### src/rtl/push_button_pkg.sv
// Shared types and constants for the push-button conditioner.
package push_button_pkg;

   typedef enum logic [1:0] {REL, WAIT_PRS, PRS, WAIT_REL} btn_state_t;

   localparam logic [7:0] PRESS_CNT_MAX = 8'd255;

   function automatic int cnt_w_f(input int cycles);
      return $clog2(cycles + 1);
   endfunction

endpackage

### src/rtl/btn_debounce_ch.sv
// One button channel: 2-flop synchroniser, debounce FSM, edge pulses, sticky flag.
// Optional 8-bit saturating press counter when BTN_PRESS_COUNT_EN is defined.
module btn_debounce_ch
   import push_button_pkg::*;
#(
   parameter int DEBOUNCE_CYCLES = 500000
) (
   input  logic       clk_i,
   input  logic       rst_ni,
   input  logic       key_raw_ni,
   input  logic       sticky_clr_i,
   output logic       level_no,
   output logic       press_o,
   output logic       release_o,
   output logic       sticky_o,
   output logic [7:0] count_o
);

   localparam int CNT_W = cnt_w_f(DEBOUNCE_CYCLES);
   localparam logic [CNT_W-1:0] CNT_LAST = CNT_W'(DEBOUNCE_CYCLES - 1);

   logic             sync1_q, sync2_q;
   btn_state_t       state_q, state_d;
   logic [CNT_W-1:0] cnt_q, cnt_d;
   logic             level_q, level_d;
   logic             press_q, press_d;
   logic             release_q, release_d;
   logic             sticky_q, sticky_d;
   logic             s_n;

   assign s_n = sync2_q;

   always_ff @(posedge clk_i or negedge rst_ni) begin
      if (!rst_ni) begin
         sync1_q   <= 1'b1;
         sync2_q   <= 1'b1;
         state_q   <= REL;
         cnt_q     <= '0;
         level_q   <= 1'b1;
         press_q   <= 1'b0;
         release_q <= 1'b0;
         sticky_q  <= 1'b0;
      end else begin
         sync1_q   <= key_raw_ni;
         sync2_q   <= sync1_q;
         state_q   <= state_d;
         cnt_q     <= cnt_d;
         level_q   <= level_d;
         press_q   <= press_d;
         release_q <= release_d;
         sticky_q  <= sticky_d;
      end
   end

   always_comb begin
      state_d = state_q;
      cnt_d   = cnt_q;
      case (state_q)
         REL: begin
            if (!s_n) begin
               state_d = WAIT_PRS;
               cnt_d   = CNT_W'(1);
            end else begin
               cnt_d   = '0;
            end
         end
         WAIT_PRS: begin
            if (s_n) begin
               state_d = REL;
               cnt_d   = '0;
            end else if (cnt_q == CNT_LAST) begin
               state_d = PRS;
               cnt_d   = '0;
            end else begin
               cnt_d   = cnt_q + CNT_W'(1);
            end
         end
         PRS: begin
            if (s_n) begin
               state_d = WAIT_REL;
               cnt_d   = CNT_W'(1);
            end else begin
               cnt_d   = '0;
            end
         end
         WAIT_REL: begin
            if (!s_n) begin
               state_d = PRS;
               cnt_d   = '0;
            end else if (cnt_q == CNT_LAST) begin
               state_d = REL;
               cnt_d   = '0;
            end else begin
               cnt_d   = cnt_q + CNT_W'(1);
            end
         end
         default: begin
            state_d = REL;
            cnt_d   = '0;
         end
      endcase

      level_d   = !((state_d == PRS) || (state_d == WAIT_REL));
      press_d   = level_q & ~level_d;
      release_d = ~level_q & level_d;
      // press_q keeps the flag set when a clear lands in the cycle the press pulse is visible.
      sticky_d  = press_d | press_q | (sticky_q & ~sticky_clr_i);
   end

   assign level_no  = level_q;
   assign press_o   = press_q;
   assign release_o = release_q;
   assign sticky_o  = sticky_q;

`ifdef BTN_PRESS_COUNT_EN
   logic [7:0] pcnt_q, pcnt_d;

   always_ff @(posedge clk_i or negedge rst_ni) begin
      if (!rst_ni) begin
         pcnt_q <= '0;
      end else begin
         pcnt_q <= pcnt_d;
      end
   end

   // A clear coinciding with a press (pending or just shown) leaves a count of one.
   always_comb begin
      pcnt_d = pcnt_q;
      if (sticky_clr_i) begin
         pcnt_d = (press_d | press_q) ? 8'd1 : 8'd0;
      end else if (press_d && (pcnt_q != PRESS_CNT_MAX)) begin
         pcnt_d = pcnt_q + 8'd1;
      end
   end

   assign count_o = pcnt_q;
`else
   assign count_o = '0;
`endif

endmodule

### src/rtl/push_button_conditioner.sv
// Debounces NUM_BTN active-low board keys for the soc_system PIO and fabric logic.
// Define BTN_PRESS_COUNT_EN to build the per-button saturating press counters.
module push_button_conditioner
   import push_button_pkg::*;
#(
   parameter int NUM_BTN         = 4,
   parameter int DEBOUNCE_CYCLES = 500000
) (
   input  logic                 clk_clk,
   input  logic                 reset_reset_n,
   input  logic [NUM_BTN-1:0]   key_raw_n,
   output logic [NUM_BTN-1:0]   btn_level_n,
   output logic [NUM_BTN-1:0]   btn_press,
   output logic [NUM_BTN-1:0]   btn_release,
   output logic [NUM_BTN-1:0]   press_sticky,
   input  logic [NUM_BTN-1:0]   sticky_clr,
   output logic [8*NUM_BTN-1:0] press_count
);

   for (genvar i = 0; i < NUM_BTN; i++) begin : g_ch
      btn_debounce_ch #(
         .DEBOUNCE_CYCLES (DEBOUNCE_CYCLES)
      ) u_ch (
         .clk_i        (clk_clk),
         .rst_ni       (reset_reset_n),
         .key_raw_ni   (key_raw_n[i]),
         .sticky_clr_i (sticky_clr[i]),
         .level_no     (btn_level_n[i]),
         .press_o      (btn_press[i]),
         .release_o    (btn_release[i]),
         .sticky_o     (press_sticky[i]),
         .count_o      (press_count[8*i +: 8])
      );
   end

endmodule

### config.mk
export PLATFORM = sky130hd
export DESIGN_NAME = push_button_conditioner
export DESIGN_NICKNAME = d
export VERILOG_FILES = /design/src/rtl/push_button_pkg.sv /design/src/rtl/btn_debounce_ch.sv /design/src/rtl/push_button_conditioner.sv
export SDC_FILE = /design/constraint.sdc
export NUM_CORES = 1
export LEC_CHECK = 0
export CAP_MARGIN = 20
export CORE_UTILIZATION = 50
export DETAILED_ROUTE_END_ITERATION = 16
export PLACE_DENSITY = 0.83
export SYNTH_ARGS = -nofsm -noshare
export SYNTH_HDL_FRONTEND = slang
export SYNTH_SLANG_ARGS = --single-unit
### constraint.sdc
create_clock -name clk_clk -period 1.85 [get_ports clk_clk]
set_input_delay 0.37 -clock clk_clk [delete_from_list [all_inputs] [get_ports clk_clk]]
set_output_delay 0.37 -clock clk_clk [all_outputs]
set_load 0.02 [all_outputs]
==> results of run 1 <==
## power groups by stage
| stage | Combinational [mW] | Clock [mW] | Sequential [mW] |
|---|---|---|---|
| after floorplan | 0.166 | 0 | 2.45 |
| after global placement | 0.213 | 0 | 2.46 |
| after detailed placement | 0.218 | 0 | 2.46 |
| after CTS | 0.221 | 1.67 | 2.41 |
| after global routing | 0.251 | 1.77 | 2.42 |
| final | 0.223 | 1.64 | 2.41 |
## sequential cells by signal (all words and copies together), names as in the netlist
name                 count
g_ch.u_ch.cnt_q         76
g_ch.u_ch.state_q        8
g_ch.u_ch.level_no       4
g_ch.u_ch.press_o        4
g_ch.u_ch.release_o      4
g_ch.u_ch.s_n            4
g_ch.u_ch.sticky_o       4
g_ch.u_ch.sync1_q        4
## stage by stage
stage / setup WS (ns) / util / TNS [ns] / total power [mW]
final: -0.0716 / 0.590 / -0.0716 / 4.27
after global routing: -0.129 / 0.590 / -0.163 / 4.44
after CTS: -0.0942 / 0.584 / -0.138 / 4.31
after detailed placement: -0.0547 / 0.561 / -0.0671 / 2.68
after global placement: 0.0161 / 0.561 / 0 / 2.67
after floorplan: -0.00189 / - / -0.00189 / 2.62
## how the worst max path moves through the flow
| stage | startpoint | endpoint | slack (ns) | cells past startpoint |
|---|---|---|---|---|
| 6_report | g_ch[0].u_ch.cnt_q[12] | g_ch[0].u_ch.sticky_o | -0.07 | 4 |
| 5_1_grt | g_ch[0].u_ch.cnt_q[12] | g_ch[0].u_ch.sticky_o | -0.13 | 4 |
| 4_1_cts | g_ch[0].u_ch.cnt_q[5] | g_ch[0].u_ch.sticky_o | -0.09 | 4 |
| 3_5_place_dp | g_ch[0].u_ch.cnt_q[5] | g_ch[0].u_ch.sticky_o | -0.05 | 4 |
| 3_3_place_gp | g_ch[0].u_ch.cnt_q[5] | g_ch[0].u_ch.sticky_o | 0.02 | 4 |
| 2_1_floorplan | g_ch[0].u_ch.cnt_q[7] | g_ch[0].u_ch.sticky_o | -0.002 | 4 |
## logic make-up (layout without fill, tap and decap cells)
kind of cell / Yosys count / after routing / synth area share
xor+xnor: 52 / 52 / 0.0832
flops: 108 / 108 / 0.497
other cells: 1 / 32 / 0.000685
compound gates: 67 / 67 / 0.0727
buf+inv: 83 / 97 / 0.0908
simple gates: 250 / 250 / 0.247
fa+ha+maj: 4 / 4 / 0.00915
## routing by layer
layer | share of wire | wire length (um)
met4 | 0.016 | 168
met2 | 0.48 | 5030
met1 | 0.47 | 4860
met3 | 0.034 | 354
met5 | 0 | 0
## what timing repair did
| action | CTS | global route |
|---|---|---|
| setup endpoints to repair | 7 | 45 |
| buffers inserted | 0 | 4 |
| hold buffers | 1 | 0 |
| resized for setup | 5 | 11 |
| hold endpoints to repair | 28 | 0 |
## cell type report
class,count,area [um2]
fill,860,4290
timing repair buffer,60,558
sequential,108,2720
inverter,21,78.8
tap,136,170
clock buffer,10,138
clock inverter,6,96.3
multi-input combinational,405,2420
## cells in the mapped netlist, types with 18 or more instances
master	instances	area share
inv_1	21	0.014
and3_1	18	0.021
xor2_1	22	0.035
nand3_1	33	0.030
nand4_1	23	0.026
buf_4	48	0.066
nand2_1	36	0.025
xnor2_1	30	0.048
a21oi_1	29	0.027
nor2_1	63	0.043
dfrtp_1	96	0.44
## worst register-to-register path, cell delays in order (launching register included)
cell and delay [ns]:
dfrtp_1 0.39, or4b_1 0.54, or3_4 0.37, or4_4 0.43, o211ai_1 0.12
==> qor.yml, run 1 <==
status: "finished with violations"
violations: "negative setup slack"
synth_cell_type_count: 45
internal_power_mw: 3.27
fin_cells: 746
n_antenna_cell: 0
final_cell_mix: "dfrtp_1, nor2_1, nand2_1"
cts.sinks: 108
cp_num_buf_inv: 0
p_sw_mw: 1.00
fin_worst_skew_ns: 0.0113
cp.arrival_ns: 2.22
period_share: 1.04
ys_warn_count: 0
r2r_cells: 4
worst_skew_pair.late_latency_ns: 0.38
crit_family: "simple AND/OR/NAND/NOR gates"
die_h_um: 107
grtUsageTotal: 0.196
grt_pass1_wl_um: 17900
grt-ovfl-total: 0
path_clk_slew_ns: 0.10
antenna_found_initial: 0
ys_ff_latch: 108
hpwl_um: 7320
period_minus_slack_ns: 1.92
swShare: 0.234
syn_inst: 565
whs_path_depth: 0
cp_data_required_time_ns: 2.15
grt_max_degree: 45
ir_drop_mv: 0.414
power_density_mw_per_mm2: 692
fmax_mhz: 520
r2r-end: "g_ch[0].u_ch.sticky_o"
clk_path_buf_depth: 2
cpMaxStageDelayCell: "or4b_1"
place.gp.congestion: 0.837
whs_endpoint: "g_ch[2].u_ch.s_n"
tightest_slew_ns: 0.498
leakage_nw: 2.60
root_buffer: "clkbuf_8"
hold_viol: 0
path_cells: "or4b_1 -> or3_4 -> or4_4 -> o211ai_1"
dp_cells: 725
path_max_fanout: 3
num-nets-final: 619
clockPowerShare: 0.383
finalWorstSetupSlack_ns: -0.0716
ys_seq_area_frac: 0.497
use_met2: 0.315
wirelength_um: 10400
drv_cap: 0
grt_pass1_vias: 3831
initial_core_util: 0.523
hold_ws_ns: 0.363
die_area_mm2: 0.0114
finalMaxSlewViolations: 0
grt_setup_unrepaired: "yes"
fin_area_mm2: 0.00618
synth-edff-count: 0
ant_nets: 0
viasPerCell: 5.51
io_buffers: 25
hp-class: "reg -> reg"
setup_violations: 1
synthesis.area_mm2: 0.00547
busiest_layer: "met2"
crit_type: "reg -> reg"
drt_iter0_drc: 247
grt_use_met3: 0.0280
critPathMaxStageDelay_ns: 0.54
die_width_um: 107
maxSlewHeadroom: 0.665
met1_usage: 0.270
syn_to_final_growth_pct: 12.8
synthArstFlopShare: 1.00
syn_area_per_cell_um2: 9.69
rows: 37
seqPwrFrac: 0.565
critPathCaptureType: "flip-flop"
wl_per_cell_um: 14.0
cts_max_level: 3
numCtsBuffers: 9
critPathLaunchType: "flip-flop"
vias: 4108
core_area_mm2: 0.0105
mostFrequentLayoutCell: "dfrtp_1"
synthFlopType: "dfrtp_1"
r2r_slack_ns: -0.07
drive_above_1_share: 0.130
drc: 0
r2r_start: "g_ch[0].u_ch.cnt_q[12]"
min-delay-start: "g_ch[2].u_ch.sync1_q"
place_area_mm2: 0.00587
p_comb_frac: 0.052
cts_tree: "done"
dr.pass1.iters: 4
ios: 58
No activity file was read; power rests on OpenSTA's default activity.
==> run 2: changes to the inputs <==
--- a/config.mk
+++ b/config.mk
@@ -8,7 +8,9 @@
 export CAP_MARGIN = 20
 export CORE_UTILIZATION = 50
 export DETAILED_ROUTE_END_ITERATION = 16
+export MAX_ROUTING_LAYER = met4
 export PLACE_DENSITY = 0.83
+export RECOVER_POWER = 25
 export SYNTH_ARGS = -nofsm -noshare
 export SYNTH_HDL_FRONTEND = slang
 export SYNTH_SLANG_ARGS = --single-unit
==> constraint.sdc (replaced) <==
create_clock -name clk_clk -period 1.67 [get_ports clk_clk]
set_input_delay 0.334 -clock clk_clk [delete_from_list [all_inputs] [get_ports clk_clk]]
set_output_delay 0.334 -clock clk_clk [all_outputs]
set_load 0.02 [all_outputs]
==> qor.yml, run 2 (synthesized netlist as in run 1, its figures left out) <==
power_density_mw_per_mm2: 689
path_max_fanout: 4
dr.pass1.iters: 5
grtUsageTotal: 0.228
grt_pass1_wl_um: 19900
io_buffers: 25
syn_to_final_growth_pct: 23.5
rows: 37
fin_worst_skew_ns: 0.00949
largest_reg_flops: 76
finalMaxSlewViolations: 0
worst_skew_pair.late_latency_ns: 0.38
initial_core_util: 0.523
cts_max_level: 3
root_buffer: "clkbuf_8"
tightest_slew_ns: 0.627
n_fill_cell: 781
r2r_start: "g_ch[0].u_ch.cnt_q[7]"
antenna_found_initial: 0
num-nets-final: 658
path_clk_slew_ns: 0.10
wl_per_cell_um: 15.4
r2r-end: "g_ch[0].u_ch.sticky_o"
hold_ws_ns: 0.350
regMostFlops: "g_ch.u_ch.cnt_q"
path_cells: "or3b_4 -> or4_4 -> or4_1 -> o211ai_1"
drt_iter0_drc: 208
finalSetupTns_ns: -2.92
critPathMaxStageDelay_ns: 0.48
drv_cap: 0
die_area_mm2: 0.0114
violations: "negative setup slack"
n_antenna_cell: 0
critPathCaptureType: "flip-flop"
cpMaxStageDelayCell: "or4_1"
ant_nets: 0
hpwl_um: 7850
status: "finished with violations"
die_width_um: 107
ios: 58
crit_type: "reg -> reg"
viasPerCell: 5.55
clk_path_buf_depth: 2
finalWorstSetupSlack_ns: -0.242
ir_drop_mv: 0.456
period_share: 1.15
r2r_slack_ns: -0.24
core_area_mm2: 0.0105
hp-class: "in -> async"
critPathLaunchType: "flip-flop"
drc: 0
mostFrequentLayoutCell: "dfrtp_1"
place.gp.congestion: 0.832
numCtsBuffers: 9
cts.sinks: 108
grt_setup_unrepaired: "yes"
maxSlewHeadroom: 0.582
grt-ovfl-total: 0
r2r_cells: 4
grt_max_degree: 59
die_h_um: 107
vias: 4358
period_minus_slack_ns: 1.91
setup.worst_path.end: "g_ch[0].u_ch.sticky_o"
biggestRegsByFlops: "g_ch.u_ch.cnt_q (76), g_ch.u_ch.state_q (8)"
cp.arrival_ns: 2.22
cts_tree: "done"
fmax_mhz: 523
setup_violations: 24
hold_viol: 0
cp_data_required_time_ns: 1.97
critPathLaunch: "g_ch[0].u_ch.cnt_q[7]"
final_cell_mix: "dfrtp_1, buf_4, nor2_1"
grt_pass1_vias: 4402
wirelength_um: 12100
leakage_nw: 2.94
drive_above_1_share: 0.254
p_total_mw: 4.66
run 2: changes by cell type in the layout (fill, tap and decap cells not counted), sizes merged:
cell           before  now
dlygate4sd3         1    5
buf                35   72
clkdlybuf4s15       0    2
clkbuf             10   14
clkdlybuf4s50      20    4
clkinvlp            1    0
inv                22   21
dlygate4sd2         4   11
dlymetal6s2s        0    3
run 2: layout make-up:
type,instances,area (um2),area share
clock buffers,12,135,0.0200
repair buffers,99,872,0.129
flip-flops and latches,108,2730,0.403
inverters,21,78.8,0.0117
well taps,136,170,0.0252
multi-input cells,405,2700,0.400
clock inverters,4,73.8,0.0109
run 2: worst min path at each step:
stage	slack, ns	end	from
2_1_floorplan	0.04	g_ch[0].u_ch.cnt_q[0]	reset_reset_n
3_3_place_gp	0.15	g_ch[0].u_ch.cnt_q[9]	reset_reset_n
3_5_place_dp	0.15	g_ch[0].u_ch.cnt_q[9]	reset_reset_n
4_1_cts	0.28	g_ch[0].u_ch.cnt_q[5]	reset_reset_n
5_1_grt	0.37	g_ch[0].u_ch.cnt_q[9]	reset_reset_n
6_report	0.35	g_ch[0].u_ch.cnt_q[9]	reset_reset_n
run 2: power by group:
group | total [mW] | internal, mW | switching (mW)
Combinational | 0.282 | 0.0878 | 0.195
Sequential | 2.67 | 2.65 | 0.0253
Clock | 1.70 | 0.848 | 0.852
run 2: critical path, delay by kind of cell (launching register included):
kind	cells	cell delay, ns
AOI/OAI and AO/OA	1	0.11
DFF	1	0.39
and+or+nand+nor	3	1.34
run 2: stage by stage:
| step | area [um2] | cells | util | setup WS (ns) |
|---|---|---|---|---|
| after floorplan | 5710 | 596 | - | -0.182 |
| after global placement | 6170 | 756 | 0.590 | -0.167 |
| after detailed placement | 6170 | 756 | 0.590 | -0.223 |
| after CTS | 6550 | 782 | 0.626 | -0.231 |
| after global routing | 6760 | 785 | 0.646 | -0.269 |
| final | 6760 | 785 | 0.646 | -0.242 |
run 2: layer usage:
metal,share of wire,track usage,up-vias
li1,-,-,2059
met1,0.41,0.263,2148
met2,0.52,0.376,125
met3,0.045,0.0590,26
met4,0.023,0.103,0
met5,0,-,-
run 2: timing repair:
action                                 4_1_cts  5_1_grt
setup endpoints to repair                   78       83
resized for setup                           32       64
pin swaps                                   11       18
hold buffers                                 1        0
cloned                                       2        0
setup buffers                                7        5
endpoints found under the hold margin       58        0
